<file path="config.mk">
export PLATFORM = sky130hd
export DESIGN_NAME = potato_pipe_flat
export DESIGN_NICKNAME = d
export VERILOG_FILES = /design/src/rtl/potato_pipe_if.sv /design/src/rtl/potato_pipe.sv /design/src/flat_wrapper.sv
export SDC_FILE = /design/constraint.sdc
export NUM_CORES = 1
export LEC_CHECK = 0
export BUFFER_PORTS_ARGS = -buffer_cell sky130_fd_sc_hd__buf_4
export CAP_MARGIN = 20
export CORE_ASPECT_RATIO = 2
export CORE_MARGIN = 2
export CORE_UTILIZATION = 40
export CTS_CLUSTER_SIZE = 40
export DETAILED_ROUTE_END_ITERATION = 10
export GPL_ROUTABILITY_DRIVEN = 1
export HOLD_SLACK_MARGIN = 0.1
export MAX_ROUTING_LAYER = met4
export PLACE_DENSITY = 0.67
export RECOVER_POWER = 100
export SLEW_MARGIN = 40
export SYNTH_ARGS = -nofsm -noshare
export SYNTH_HDL_FRONTEND = slang
export SYNTH_SLANG_ARGS = --single-unit
</file>
<file path="constraint.sdc">
create_clock -name clk -period 8.8 [get_ports clk]
set_input_delay 0.88 -clock clk [delete_from_list [all_inputs] [get_ports clk]]
set_output_delay 0.88 -clock clk [all_outputs]
set_load 0.005 [all_outputs]
</file>
<file path="src/rtl/potato_pipe_if.sv">
// potato_pipe_if: valid/ready bus for potato_pipe, carrying the input word
// (with its per-word op) and the output word with their handshakes.
// The slave modport is the pipe's own view; master is the producer/consumer view.
interface potato_pipe_if #(
    parameter int WIDTH = 32
);
    logic             i_rdy;
    logic             i_val;
    logic [WIDTH-1:0] i_data;
    logic [1:0]       i_op;
    logic             o_rdy;
    logic             o_val;
    logic [WIDTH-1:0] o_data;

    modport slave (
        output i_rdy,
        input  i_val,
        input  i_data,
        input  i_op,
        input  o_rdy,
        output o_val,
        output o_data
    );

    modport master (
        input  i_rdy,
        output i_val,
        output i_data,
        output i_op,
        output o_rdy,
        input  o_val,
        input  o_data
    );
endinterface

</file>
<file path="src/rtl/potato_pipe.sv">
// potato_pipe: DEPTH-stage valid/ready register pipe with bubble collapsing.
// The last stage applies a per-word op (pass, +STEP, -STEP, invert).
// The pipe also provides a registered occupancy count and a synchronous flush.
// Optional feature macro: POTATO_PIPE_STATS_EN builds the 32-bit in/out transfer
// counters. When the macro is undefined, in_cnt and out_cnt read 0.
module potato_pipe #(
    parameter int          WIDTH = 32,
    parameter int          DEPTH = 2,
    parameter logic [63:0] STEP  = 64'd1,
    parameter int          OCC_W = $clog2(DEPTH + 1)
) (
    input  logic             clk,
    input  logic             rst,
    potato_pipe_if.slave     bus,
    input  logic             flush,
    output logic [OCC_W-1:0] occ,
    output logic [31:0]      in_cnt,
    output logic [31:0]      out_cnt
);

    localparam logic [WIDTH-1:0] STEP_W = STEP[WIDTH-1:0];

    logic [DEPTH-1:0] val;
    logic [DEPTH-1:0] val_nxt;
    logic [DEPTH-1:0] rdy;
    logic [DEPTH-1:0] load;
    logic [WIDTH-1:0] data [DEPTH];
    logic [1:0]       op   [DEPTH-1];
    logic [WIDTH-1:0] op_result;
    logic             rdy_chain;
    logic             in_fire;
    logic             out_fire;

    assign bus.i_rdy  = rdy[0] && !flush;
    assign bus.o_val  = val[DEPTH-1];
    assign bus.o_data = data[DEPTH-1];
    assign in_fire    = bus.i_val && bus.i_rdy;
    assign out_fire   = val[DEPTH-1] && bus.o_rdy;

    // Ready ripples backwards: a stage can take a word if it is empty or anything downstream frees up
    always_comb begin
        rdy       = '0;
        rdy_chain = bus.o_rdy || !val[DEPTH-1];
        rdy[DEPTH-1] = rdy_chain;
        for (int k = DEPTH - 2; k >= 0; k--) begin
            rdy_chain = rdy_chain || !val[k];
            rdy[k]    = rdy_chain;
        end
    end

    // A stage loads when its upstream has a word and it is ready to take it
    always_comb begin
        load    = '0;
        load[0] = in_fire;
        for (int k = 1; k < DEPTH; k++) begin
            load[k] = val[k-1] && rdy[k];
        end
    end

    // Valid bits: set on load, cleared when the word leaves without a refill, all cleared by flush
    always_comb begin
        val_nxt = val;
        for (int k = 0; k < DEPTH - 1; k++) begin
            if (load[k]) begin
                val_nxt[k] = 1'b1;
            end else if (load[k+1]) begin
                val_nxt[k] = 1'b0;
            end
        end
        if (load[DEPTH-1]) begin
            val_nxt[DEPTH-1] = 1'b1;
        end else if (bus.o_rdy) begin
            val_nxt[DEPTH-1] = 1'b0;
        end
        if (flush) begin
            val_nxt = '0;
        end
    end

    // Output-stage operation applied to the word arriving from the second-to-last stage
    always_comb begin
        op_result = data[DEPTH-2];
        case (op[DEPTH-2])
            2'b00:   op_result = data[DEPTH-2];
            2'b01:   op_result = data[DEPTH-2] + STEP_W;
            2'b10:   op_result = data[DEPTH-2] - STEP_W;
            default: op_result = ~data[DEPTH-2];
        endcase
    end

    // Stage registers: data and op move unchanged until the output stage, which stores the result
    always_ff @(posedge clk or posedge rst) begin
        if (rst) begin
            val <= '0;
            for (int k = 0; k < DEPTH; k++) begin
                data[k] <= '0;
            end
            for (int k = 0; k < DEPTH - 1; k++) begin
                op[k] <= 2'b00;
            end
        end else begin
            val <= val_nxt;
            if (load[0]) begin
                data[0] <= bus.i_data;
                op[0]   <= bus.i_op;
            end
            for (int k = 1; k < DEPTH - 1; k++) begin
                if (load[k]) begin
                    data[k] <= data[k-1];
                    op[k]   <= op[k-1];
                end
            end
            if (load[DEPTH-1]) begin
                data[DEPTH-1] <= op_result;
            end
        end
    end

    // Occupancy tracks accepted minus delivered words; flush empties the pipe
    always_ff @(posedge clk or posedge rst) begin
        if (rst) begin
            occ <= '0;
        end else if (flush) begin
            occ <= '0;
        end else if (in_fire && !out_fire) begin
            occ <= occ + OCC_W'(1);
        end else if (!in_fire && out_fire) begin
            occ <= occ - OCC_W'(1);
        end
    end

`ifdef POTATO_PIPE_STATS_EN
    // Free-running transfer counters, untouched by flush, wrap modulo 2^32
    always_ff @(posedge clk or posedge rst) begin
        if (rst) begin
            in_cnt  <= '0;
            out_cnt <= '0;
        end else begin
            if (in_fire) begin
                in_cnt <= in_cnt + 32'd1;
            end
            if (out_fire) begin
                out_cnt <= out_cnt + 32'd1;
            end
        end
    end
`else
    assign in_cnt  = '0;
    assign out_cnt = '0;
`endif

endmodule
</file>
<file path="src/flat_wrapper.sv">
// flat-port wrapper written by rule: the top's interface ports become plain ports
module potato_pipe_flat 
#(
    parameter int          WIDTH = 32,
    parameter int          DEPTH = 2,
    parameter logic [63:0] STEP  = 64'd1,
    parameter int          OCC_W = $clog2(DEPTH + 1)
)
  (clk, rst, flush, occ, in_cnt, out_cnt, bus_i_rdy, bus_i_val, bus_i_data, bus_i_op, bus_o_rdy, bus_o_val, bus_o_data);
  potato_pipe_if #(.WIDTH(WIDTH)) bus_i ();
  input  logic clk;
  input  logic rst;
  input  logic flush;
  output logic [OCC_W-1:0] occ;
  output logic [31:0] in_cnt;
  output logic [31:0] out_cnt;
  output wire logic [$bits(bus_i.i_rdy)-1:0] bus_i_rdy;
  input wire logic [$bits(bus_i.i_val)-1:0] bus_i_val;
  input wire logic [$bits(bus_i.i_data)-1:0] bus_i_data;
  input wire logic [$bits(bus_i.i_op)-1:0] bus_i_op;
  input wire logic [$bits(bus_i.o_rdy)-1:0] bus_o_rdy;
  output wire logic [$bits(bus_i.o_val)-1:0] bus_o_val;
  output wire logic [$bits(bus_i.o_data)-1:0] bus_o_data;
  assign bus_i_rdy = bus_i.i_rdy;
  assign bus_i.i_val = bus_i_val;
  assign bus_i.i_data = bus_i_data;
  assign bus_i.i_op = bus_i_op;
  assign bus_i.o_rdy = bus_o_rdy;
  assign bus_o_val = bus_i.o_val;
  assign bus_o_data = bus_i.o_data;
  potato_pipe #(.WIDTH(WIDTH), .DEPTH(DEPTH), .STEP(STEP), .OCC_W(OCC_W)) u_core (.clk(clk), .rst(rst), .bus(bus_i), .flush(flush), .occ(occ), .in_cnt(in_cnt), .out_cnt(out_cnt));
endmodule
</file>
==> out/results.txt <==
Status - finished, violations left
Failing checks - max-capacitance violations, max-slew violations
CP endpoint kind - flop
Critical path class - reg -> reg
Total track usage - 19.77%
Final Hold Viols - 0
CP max-delay cell - ha_1
Critical path buffer and inverter count - 2
Final Net Count - 843
HP Class - reg -> reg
Vias in the first global route - 5206
Global-route wire length before repair - 26.67 mm
Synth area leaders - dfrtp_1 27%, buf_4 11%, mux2_2 6.7%, o21ai_0 4.1%, nor2_1 3.2%
Later-pin clock latency in the skew report - 0.34 ns
Max transition margin - -146.0%
Pwr/cell area - 202.8 mW/mm^2
Worst R2R Path Depth - 13
Utilization after layout - 42.79%
Ys flop type - dfrtp_1
Multi-input logic area - 0.003994 mm^2
Clock skew - 0.006888 ns
Share of cells above drive strength 1 - 17.21%
Reg area - 0.001752 mm^2
Syn_area_per_cell - 8.169 um^2
# hold bufs at CTS - 0
Critical Path Fanout Max - 57
Clock buffer depth - 2
CTS tree - yes
Fmax achieved - 161.1 MHz
Yosys Warn Count - 0
Fin crit period - 6.207 ns
Setup violations, final - 0
Antenna-violating nets left - 0
CP delay by family, top - compound AO/OA/AOI/OAI gates
Post-synthesis sequential area ratio - 26.57%
Starting density of the core - 40.73%
RSZ-0062 raised after global routing - false
Setup_tns - 0 ns
Largest net degree at the start of global routing - 71
I/O pins - 139
Dpl hpwl - 12.09 mm
DP Area - 0.006729 mm^2
Num Clock Sinks - 70
Biggest area consumer among synthesized cells - dfrtp_1
Post-synth cell types - 74
Worst-path clk slew - 0.05 ns
Slowest cell delay on critical path - 1.52 ns
Setup bufs post-CTS - 0
EDFF count, synth - 0
Max-cap violations - 4
Filler Cell Count - 1714
Count leader, synth - buf_4
DIE AREA - 0.01759 mm^2
Post-synth top area share - 26.57%
Worst vdd ir - 0.00009294 V
Vias per cell - 5.710
H-Tree Depth - 3
Total grt overflow - 0
R2R Setup Slk - 2.59 ns
Max-slew violations - 230
Most frequent cells after synthesis - 96 x buf_4, 70 x dfrtp_1, 56 x nor2_1
Critical Path RT - 9.02 ns
Synthesized instance count - 807
Final Cycle Share - 70.53%
Via count - 5744
CP Capture Point - u_core.bus.o_data[26]$_DFFE_PP0P_
Total Wirelength - 16.64 mm
Leakage - 2.886 nW
CP Launch Point - u_core.op[0]$_DFFE_PP0P_
Root buffer cell - clkbuf_16
Initial antenna violation count - 0
Cell area after layout - 0.006925 mm^2
N_diodes - 0
Die width - 94.78 um
Async SR Flop Fraction - 100.0%
Slew @ Worst Pin - 3.690 ns
Total CTS buffers - 9
Drt wl/cell - 16.54 um
Crit path depth - 13
Core area - 0.01619 mm^2
Critical-path cell list - inv_1 > ha_1 > buf_4 > xor2_1 > ha_1 > or3_1 > a21oi_1 > nor3_1 > o311ai_0 > nand2_1 > a31o_2 > a2111o_1 > o311ai_0
Worst r2r dst - u_core.bus.o_data[26]$_DFFE_PP0P_
Setup crit start kind - flop
Area growth syn-to-layout - 5.048%
CP arrival - 6.43 ns
Seq cells post-synth - 70
Iter 0 DRT Violations - 469
Routability cong. - 0.9497
DRC Markers - 0
Port-buffer cells - 74
CTS resizes - 0
Row count - 66
Worst r2r src - u_core.op[0]$_DFFE_PP0P_
Mapped Area - 0.006593 mm^2
Chip height - 185.6 um
TritonRoute pass-1 iters - 5
==> through the flow <==
stage | setup WS, ns | hold slack [ns] | std cells | power, mW
2_1_floorplan | 4.647 | 0.4400 | 870 | 0.9849
3_3_place_gp | 4.274 | 0.4603 | 992 | 1.085
3_5_place_dp | 4.502 | 0.4660 | 992 | 1.097
4_1_cts | 4.474 | 0.4770 | 1006 | 1.425
5_1_grt | 2.213 | 0.4888 | 1006 | 1.508
6_report | 2.593 | 0.4644 | 1006 | 1.404
==> where the power goes <==
part	total [mW]	switching, mW	internal (mW)
clock	0.320	0.126	0.194
sequential	0.511	0.115	0.396
combinational	0.573	0.299	0.274
==> cell type report <==
| cell class | count | share of cell area (%) |
|---|---|---|
| Clock buffer | 12 | 3.559 |
| Clock inverter | 2 | 0.1445 |
| Inverter | 16 | 0.8672 |
| Multi-Input combinational cell | 619 | 57.67 |
| Sequential cell | 70 | 25.29 |
| Tap cell | 204 | 3.686 |
| Timing Repair Buffer | 83 | 8.780 |
==> routing by layer <==
layer  share of wire (%)  vias to the layer above  GRT usage, %
met5                   0                        -             -
met4                 4.4                        0         10.61
met3                 4.7                       37         2.551
met2                  50                      221         32.23
met1                  41                     2714         23.45
li1                    -                     2772             -
==> how the worst min path moves through the flow <==
stage                                           from  slack [ns]  depth (start not counted)                          endpoint
global placement    u_core.bus.o_data[0]$_DFFE_PP0P_        0.46                          2  u_core.bus.o_data[0]$_DFFE_PP0P_
floorplan           u_core.bus.o_data[0]$_DFFE_PP0P_        0.44                          2  u_core.bus.o_data[0]$_DFFE_PP0P_
CTS                 u_core.bus.o_data[0]$_DFFE_PP0P_        0.48                          2  u_core.bus.o_data[0]$_DFFE_PP0P_
finish              u_core.bus.o_data[0]$_DFFE_PP0P_        0.46                          2  u_core.bus.o_data[0]$_DFFE_PP0P_
detailed placement  u_core.bus.o_data[0]$_DFFE_PP0P_        0.47                          2  u_core.bus.o_data[0]$_DFFE_PP0P_
global route        u_core.bus.o_data[2]$_DFFE_PP0P_        0.49                          1  u_core.bus.o_data[2]$_DFFE_PP0P_
==> sequential cells by signal, indices dropped and copies added (netlist names) <==
name / count
u_core.bus.o_data: 32
u_core.data: 32
u_core.occ: 2
u_core.op: 2
u_core.val: 2
==> tightest hold or removal path, stage by stage (launching register included) <==
cell and delay [ns]:
dfrtp_1 0.33, nand2_1 0.05, nand2_1 0.05
==> logic make-up after synthesis <==
kind of cell / count (synthesis) / synth area share, %
flip-flops: 70 / 26.57
AO/OA/AOI/OAI: 235 / 25.13
other: 1 / 0.05688
buffers and inverters: 181 / 16.08
adder cells (fa/ha/maj): 5 / 0.9489
XOR/XNOR: 28 / 3.720
multiplexers: 56 / 9.243
AND/OR/NAND/NOR: 231 / 18.26
==> cells in the final DEF, fill, tap and decap left out, types with 7 or more instances in the layout <==
master     count
dfrtp_1       70
conb_1        64
o21ai_0       58
nor2_1        56
nand2_1       53
buf_4         42
mux2_2        39
clkbuf_4      37
a21oi_1       32
nor3_1        25
xnor2_1       21
mux2i_1       17
inv_1         15
o31a_1        14
o31ai_1       14
nor2b_1       12
a211oi_1      11
nand3_1       11
nor4_1        10
nand2b_1       9
a21o_1         9
clkbuf_16      9
a32oi_1        8
xor2_1         7
and4b_1        7
nand3b_1       7
o21a_1         7
or3_1          7
a22oi_1        7
Note: power is estimated with default switching activity, not from simulation.
